$ cat src/rtl/pipelined_ripple_adder.sv
// Pipelined ripple-carry adder/subtractor.
// A WIDTH-bit add is split into STAGES chunks of CHUNK bits. Each stage resolves
// one chunk and passes its carry to the next stage. Operand bits for the chunks
// that are still unresolved travel alongside the data in skew registers. Sum
// bits that are already resolved are kept in the same way.
//
// Handshake: a transfer happens on a rising edge where valid && ready are both 1.
//   - The producer holds in_valid and its operands stable until it is accepted.
//   - The whole pipeline advances only when the output slot is empty or being
//     drained (advance = !out_valid || out_ready).
//   - in_ready equals advance. It is a combinational function of out_ready and
//     the registered output valid.
//   - While out_valid && !out_ready, every stage holds, including bubbles, and
//     the outputs stay stable.
module pipelined_ripple_adder #(
    parameter int WIDTH  = 16,
    parameter int STAGES = 4
) (
    input  logic             clk,
    input  logic             rst_n,
    input  logic             in_valid,
    output logic             in_ready,
    input  logic [WIDTH-1:0] a,
    input  logic [WIDTH-1:0] b,
    input  logic             cin,
    input  logic             sub,
    output logic             out_valid,
    input  logic             out_ready,
    output logic [WIDTH-1:0] sum,
    output logic             cout,
    output logic             overflow
);

    localparam int CHUNK = WIDTH / STAGES;
    localparam int LAST  = STAGES - 1;

    generate
        if ((WIDTH < 2) || (STAGES < 1) || ((WIDTH % STAGES) != 0)) begin : g_bad_params
            $error("pipelined_ripple_adder: WIDTH must be >= 2 and divisible by STAGES");
        end
    endgenerate

    // Per-stage registers: the valid bit, the skewed operands, the partial sum and the chunk carry.
    logic [STAGES-1:0] valid_q;
    logic [WIDTH-1:0]  a_q   [STAGES];
    logic [WIDTH-1:0]  bb_q  [STAGES];
    logic [WIDTH-1:0]  sum_q [STAGES];
    logic [STAGES-1:0] carry_q;
    logic              ovf_q;

    // Stage inputs, selected from the ports or from the previous stage.
    logic [WIDTH-1:0]  src_a   [STAGES];
    logic [WIDTH-1:0]  src_bb  [STAGES];
    logic [WIDTH-1:0]  src_sum [STAGES];
    logic [STAGES-1:0] src_c;

    // Next-state values for each stage.
    logic [CHUNK:0]    chunk_res [STAGES];
    logic [WIDTH-1:0]  sum_d     [STAGES];
    logic [STAGES-1:0] carry_d;
    logic              ovf_d;

    logic advance;

    assign advance   = !valid_q[LAST] || out_ready;
    assign in_ready  = advance;
    assign out_valid = valid_q[LAST];
    assign sum       = sum_q[LAST];
    assign cout      = carry_q[LAST];
    assign overflow  = ovf_q;

    // Apply the operand transform at the input, resolve one chunk per stage, and derive MSB overflow.
    always_comb begin
        src_a[0]   = a;
        src_bb[0]  = sub ? ~b : b;
        src_c[0]   = sub ? ~cin : cin;
        src_sum[0] = '0;
        for (int k = 1; k < STAGES; k++) begin
            src_a[k]   = a_q[k-1];
            src_bb[k]  = bb_q[k-1];
            src_c[k]   = carry_q[k-1];
            src_sum[k] = sum_q[k-1];
        end
        carry_d = '0;
        for (int k = 0; k < STAGES; k++) begin
            chunk_res[k] = {1'b0, src_a[k][k*CHUNK +: CHUNK]}
                         + {1'b0, src_bb[k][k*CHUNK +: CHUNK]}
                         + {{CHUNK{1'b0}}, src_c[k]};
            sum_d[k]                   = src_sum[k];
            sum_d[k][k*CHUNK +: CHUNK] = chunk_res[k][CHUNK-1:0];
            carry_d[k]                 = chunk_res[k][CHUNK];
        end
        // The carry into the MSB is recovered from the MSB sum bit and its two operand bits.
        ovf_d = (chunk_res[LAST][CHUNK-1] ^ src_a[LAST][WIDTH-1] ^ src_bb[LAST][WIDTH-1])
              ^ chunk_res[LAST][CHUNK];
    end

    // Shift every stage one step when the pipeline can advance, and clear everything on reset.
    always_ff @(posedge clk or negedge rst_n) begin
        if (!rst_n) begin
            valid_q <= '0;
            carry_q <= '0;
            ovf_q   <= 1'b0;
            for (int k = 0; k < STAGES; k++) begin
                a_q[k]   <= '0;
                bb_q[k]  <= '0;
                sum_q[k] <= '0;
            end
        end else if (advance) begin
            valid_q[0] <= in_valid;
            for (int k = 1; k < STAGES; k++) begin
                valid_q[k] <= valid_q[k-1];
            end
            for (int k = 0; k < STAGES; k++) begin
                a_q[k]   <= src_a[k];
                bb_q[k]  <= src_bb[k];
                sum_q[k] <= sum_d[k];
            end
            carry_q <= carry_d;
            ovf_q   <= ovf_d;
        end
    end

endmodule

$ cat config.mk
export PLATFORM = sky130hd
export DESIGN_NAME = pipelined_ripple_adder
export DESIGN_NICKNAME = d
export VERILOG_FILES = /design/src/rtl/pipelined_ripple_adder.sv
export SDC_FILE = /design/constraint.sdc
export NUM_CORES = 1
export LEC_CHECK = 0
export CORE_MARGIN = 2
export CORE_UTILIZATION = 30
export DETAILED_ROUTE_END_ITERATION = 16
export SETUP_SLACK_MARGIN = 0.15
export SLEW_MARGIN = 20
export SYNTH_ARGS = -nofsm -noshare
export SYNTH_HDL_FRONTEND = slang
export SYNTH_SLANG_ARGS = --single-unit
$ cat constraint.sdc
create_clock -name clk -period 3.7 [get_ports clk]
set_clock_uncertainty 0.05 [all_clocks]
set_input_delay 0.74 -clock clk [delete_from_list [all_inputs] [get_ports clk]]
set_output_delay 0.74 -clock clk [all_outputs]
set_load 0.02 [all_outputs]
; ---- Yosys cells after proc, flatten, opt, wreduce, memory -nomap -nowiden
; Index checks and enable logic that the tools add are counted.
[totals]
in_bits = 38
elab_cells = 30
register_bits = 145
[op_classes]
add_sub_neg = 8
n_mux = 2
n_bitwise = 5
n_reduce_logical = 2
[op_table]
columns = op, n
row1 = 4-bit by 4-bit adder with 5-bit output, 4
row2 = 5-bit by 1-bit adder with 5-bit output, 4
row3 = 16-bit two-way mux, 1
row4 = 16-bit NOT, 1
row5 = 1-bit bitwise XOR, 3
row6 = 1-bit logical NOT, 1
row7 = 1-bit logical OR, 1
row8 = 1-bit two-way mux, 1
row9 = 1-bit NOT, 1

; ---- Logic depth before layout (Yosys ltp)
[depth]
depth_word = 5
depth_mapped = 8
mapped_depth_nobuf = 6

; ---- Worst setup path after synthesis
; Ideal clock, no wire load.
[synth_path]
path_type = input to register
start = in sub
end = reg carry_q[0]
setup_time_ps = 131
slack_ps = 1045
cell_stages = 8
n_path_buf = 2
t_arrival_ps = 2473
required_time_ps = 3519
path_cell_list = buf_2 buf_4 xor2_1 fa_1 fa_1 a21o_1 a21oi_1 a21oi_1
[synth_via]
elab_chain_len = 3
elab_cells_between_ends = 4
[synth_lines]
columns = item, line
row1 = start: declaration, 26  ; input logic sub,
row2 = 16-bit two-way mux, 75  ; src_bb[0] = sub ? ~b : b;
row3 = 4-bit by 4-bit adder with 5-bit output, 87  ; + {1'b0, src_bb[k][k*CHUNK +: CHUNK]}
row4 = 5-bit by 1-bit adder with 5-bit output *, 88  ; + {{CHUNK{1'b0}}, src_c[k]};
row5 = end signal: assignment, 119  ; carry_q <= carry_d;
row6 = end: declaration, 48  ; logic [STAGES-1:0] carry_q;
; Every way passes the cells marked *; elsewhere a longest branch is shown, timed or not.
; A chain may end at the register's enable or synchronous reset.

; ---- Worst setup path in the final report
[layout_path]
start = in out_ready
end = out in_ready
[layout_via]
elab_chain_len = 1
[layout_lines]
columns = item, line
row1 = start: declaration, 28  ; input logic out_ready,
row2 = 1-bit logical OR, 65  ; assign advance = !valid_q[LAST] || out_ready;
row3 = end: declaration, 22  ; output logic in_ready,
; Every way passes these cells.

==> summary.md <==
| Metric | Value |
|---|---|
| Status | `finished, final reports clean` |
| CP arrival | `1.95 ns` |
| Mapped Nets | `approximately 520` |
| Most frequent cells after synthesis | `221 x nand2_1, 97 x dfrtp_1, 22 x o21ai_0` |
| Pwr per Cell Area | `about 810 mW/mm^2` |
| Largest net degree at the start of global routing | `104` |
| Critical Path Source Type | `input pin` |
| Routability cong. | `0.772` |
| Wire per inst | `~11 microns` |
| Largest family of logic cells by synthesized area | `simple AND/OR/NAND/NOR gates` |
| Clock latency on the worst-skew pair | `0.34 ns` |
| CTS resizes | `0` |
| DP Worst Slack | `0.567 ns` |
| I/O pin total | `between 50 and 60` |
| Multiplexer share of the synthesized area | `0` |
| Peak VDD IR | `260 uV` |
| Share of layout cells above drive strength 1 | `0.0527` |
| Total core area | `0.0139 sq mm` |
| Design Area, Final | `0.00529 sq mm` |
| Primary FF master, synth | `dfrtp_1` |
| Final worst slack | `0.959 ns` |
| Via/cell ratio | `approximately 4.3` |
| YS warnings | `0` |
| CP Buf/Inv Count | `3` |
| Slew margin rel. | `0.360` |
| Final period util | `0.741` |
| Class of the most critical setup path | `input pin to output port` |
| Hold slack final | `0.341 ns` |
| CP Depth | `4` |
| EDFF count, synth | `0` |
| Slew Limit Fails | `0` |
| Cells after synthesis | `between 400 and 500` |
| Area share of the largest cell type after synthesis | `0.568` |
| Final HPWL DP | `around 5.4 mm` |
| Setup TNS | `0 ns` |
| CP max FO | `2` |
| Die Width | `between 100 and 150 microns` |
| Area delta synth->final | `23.7%` |
| Multi-input gate area | `roughly 0.0017 sq mm` |
| DIE AREA | `between 0.015 and 0.02 sq mm` |
| Initial core utilization | `0.308` |
| Crit path top cell by count | `clkdlybuf4s50_1` |
| Critical path capture point type | `output port` |
| Post-Syn Area | `0.00427 sq mm` |
| Register area share after synthesis | `0.568` |
| CP max-delay cell | `clkdlybuf4s50_1` |
| Vias post-DR | `2991` |
| Clock tree buffer depth | `2` |
| CP Cell Sequence | `clkdlybuf4s50_1 > nor2b_4 > inv_2 > clkdlybuf4s50_1` |
| Post-synth top area cell | `dfrtp_1` |
| Root buf cell | `clkbuf_16` |
| Drt total wl | `7.95 mm` |
| Hold Crit Class | `input pin to async pin` |
| H-tree depth | `3` |
| # fillers | `1381` |
| Worst-Margin Slew | `0.961 ns` |
| Final Hold Fails | `0` |
| Fraction of registers with async set or reset after synthesis | `1.00` |
| Nets | `565` |
| #FFs+latches synth | `97` |
| 1st-iter DRT viols | `126` |
| Global-route wire length before repair | `13.8 mm` |
| Fmax | `0.365 GHz` |
| Pleak | `0.00257 uW` |
| Core Rows | `43` |
| Crit-path max cell delay | `0.59 ns` |
| RSZ-0062 raised after global routing | `no` |
| Gr ovfl total | `0` |
| CP Data Required Time | `approximately 2.9 ns` |
| Placed instance area | `0.00501 sq mm` |
| # DRC | `0` |
| Delay-heaviest family, CP | `buffers and inverters` |
| Syn Area/Cell | `9.35 sq um` |
| Clock transition at the registers of the reported paths | `0.06 ns` |
| Synth Area in Compound Gates | `0.0612` |
| R2R depth | `6` |
| Max-cap violations | `0` |
| Post-CTS Setup Inserts | `0` |
| Adder-cell share of the synthesized area | `0.0726` |
| Post-cts hold buffer count | `0` |
| CTS tree | `done` |
| Yosys cell types | `26` |
| Min Tclk post-route | `around 2.7 ns` |
| Synth area leaders | `dfrtp_1 57%, nand2_1 19%, fa_1 3.7%` |
| Initial antenna violation count | `0` |
| TritonCTS Buffers | `9` |
| Simple-gate share of the synthesized area | `0.216` |
| Post-synthesis xor/xnor area fraction | `0.0512` |
| Die H | `123 microns` |
| CTS Sinks | `between 90 and 100` |
| Final core occ | `0.381` |
| Final setup violation count | `0` |
| Overall routing resource usage | `0.115` |
| Register Area | `0.00243 sq mm` |
| ANT nets after route | `0` |
| Cell with the most instances after synthesis | `nand2_1` |
| TritonRoute pass-1 iters | `4` |
| Port buffer count | `57` |
| Vias in the first global route | `3006` |
| # diodes | `0` |
## kinds of logic after synthesis
family                     after synthesis
and+or+nand+nor                        240
DFF                                     97
AOI/OAI and AO/OA                       45
buffers and inverters                   30
xor gates and xnor gates                25
adders and majority gates               20
## flip-flops by register name (all words and copies together), names as in the netlist
signal    cells
valid_q       4
carry_q       4
bb_q         24
sum          16
src_sum      24
overflow      1
a_q          24
## placed cells by master, fill, tap and decap left out, drive strengths merged
cell,netlist,routed
o31ai,1,1
o21bai,1,1
nand3,2,2
and3,1,1
nand2b,1,1
inv,7,8
o21ai,22,22
nand2,221,221
xor2,12,12
buf,14,6
nor2,11,11
clkbuf,9,10
clkinvlp,0,2
dfrtp,97,97
clkinv,0,3
fa,8,8
or3b,1,1
o211a,1,1
xnor2,13,13
clkdlybuf4s50,0,56
a211oi,2,2
nor2b,3,3
ha,12,12
a21o,4,4
a21oi,13,13
a31oi,1,1
## area by class of cell
class / instances / share of cell area
Tap cell: 180 / 0.0426
Sequential cell: 97 / 0.459
Multi-Input combinational cell: 330 / 0.326
Timing Repair Buffer: 62 / 0.115
Inverter: 7 / 0.00497
Clock buffer: 10 / 0.0452
Clock inverter: 6 / 0.00805
## through the flow
step	power, uW	std cells
finish	4290	692
detailed placement	3480	676
CTS	4360	692
floorplan	2940	457
global route	4690	692
global placement	3420	676
## worst register-to-register path, stage by stage, from the launching register on
cell and delay (ns):
dfrtp_1 0.40, fa_1 0.48, fa_1 0.42, nand3_1 0.15, a21oi_1 0.11, o211a_1 0.24, o31ai_2 0.16
## worst paths after layout
check | from | to | slack, ns
max in group asynchronous | rst_n | sum[0]$_DFFE_PN0P_ | 2.46
worst min register to register | sum[7]$_DFFE_PN0P_ | sum[7]$_DFFE_PN0P_ | 0.41
worst max-delay path | out_ready | in_ready | 0.96
worst max register to register | a_q[28]$_DFFE_PN0P_ | overflow$_DFFE_PN0P_ | 1.61
worst min-delay path | rst_n | a_q[63]$_DFFE_PN0P_ | 0.34
min in group clk | sum[7]$_DFFE_PN0P_ | sum[7]$_DFFE_PN0P_ | 0.41
## report_power, final
| part | switching (uW) | internal, uW |
|---|---|---|
| logic | 900 | 724 |
| registers | 264 | 1540 |
| clock network | 390 | 475 |
## routing by layer
metal / GRT usage / wire, microns / up-vias / part of all wire
met5: 0 / 0 / - / 0
met4: 0.0554 / 212 / 0 / 0.027
met3: 0.0272 / 317 / 15 / 0.040
met2: 0.173 / 3500 / 47 / 0.44
met1: 0.157 / 3920 / 1402 / 0.49
li1: - / - / 1527 / -
No activity file was read; power rests on OpenSTA's default activity.
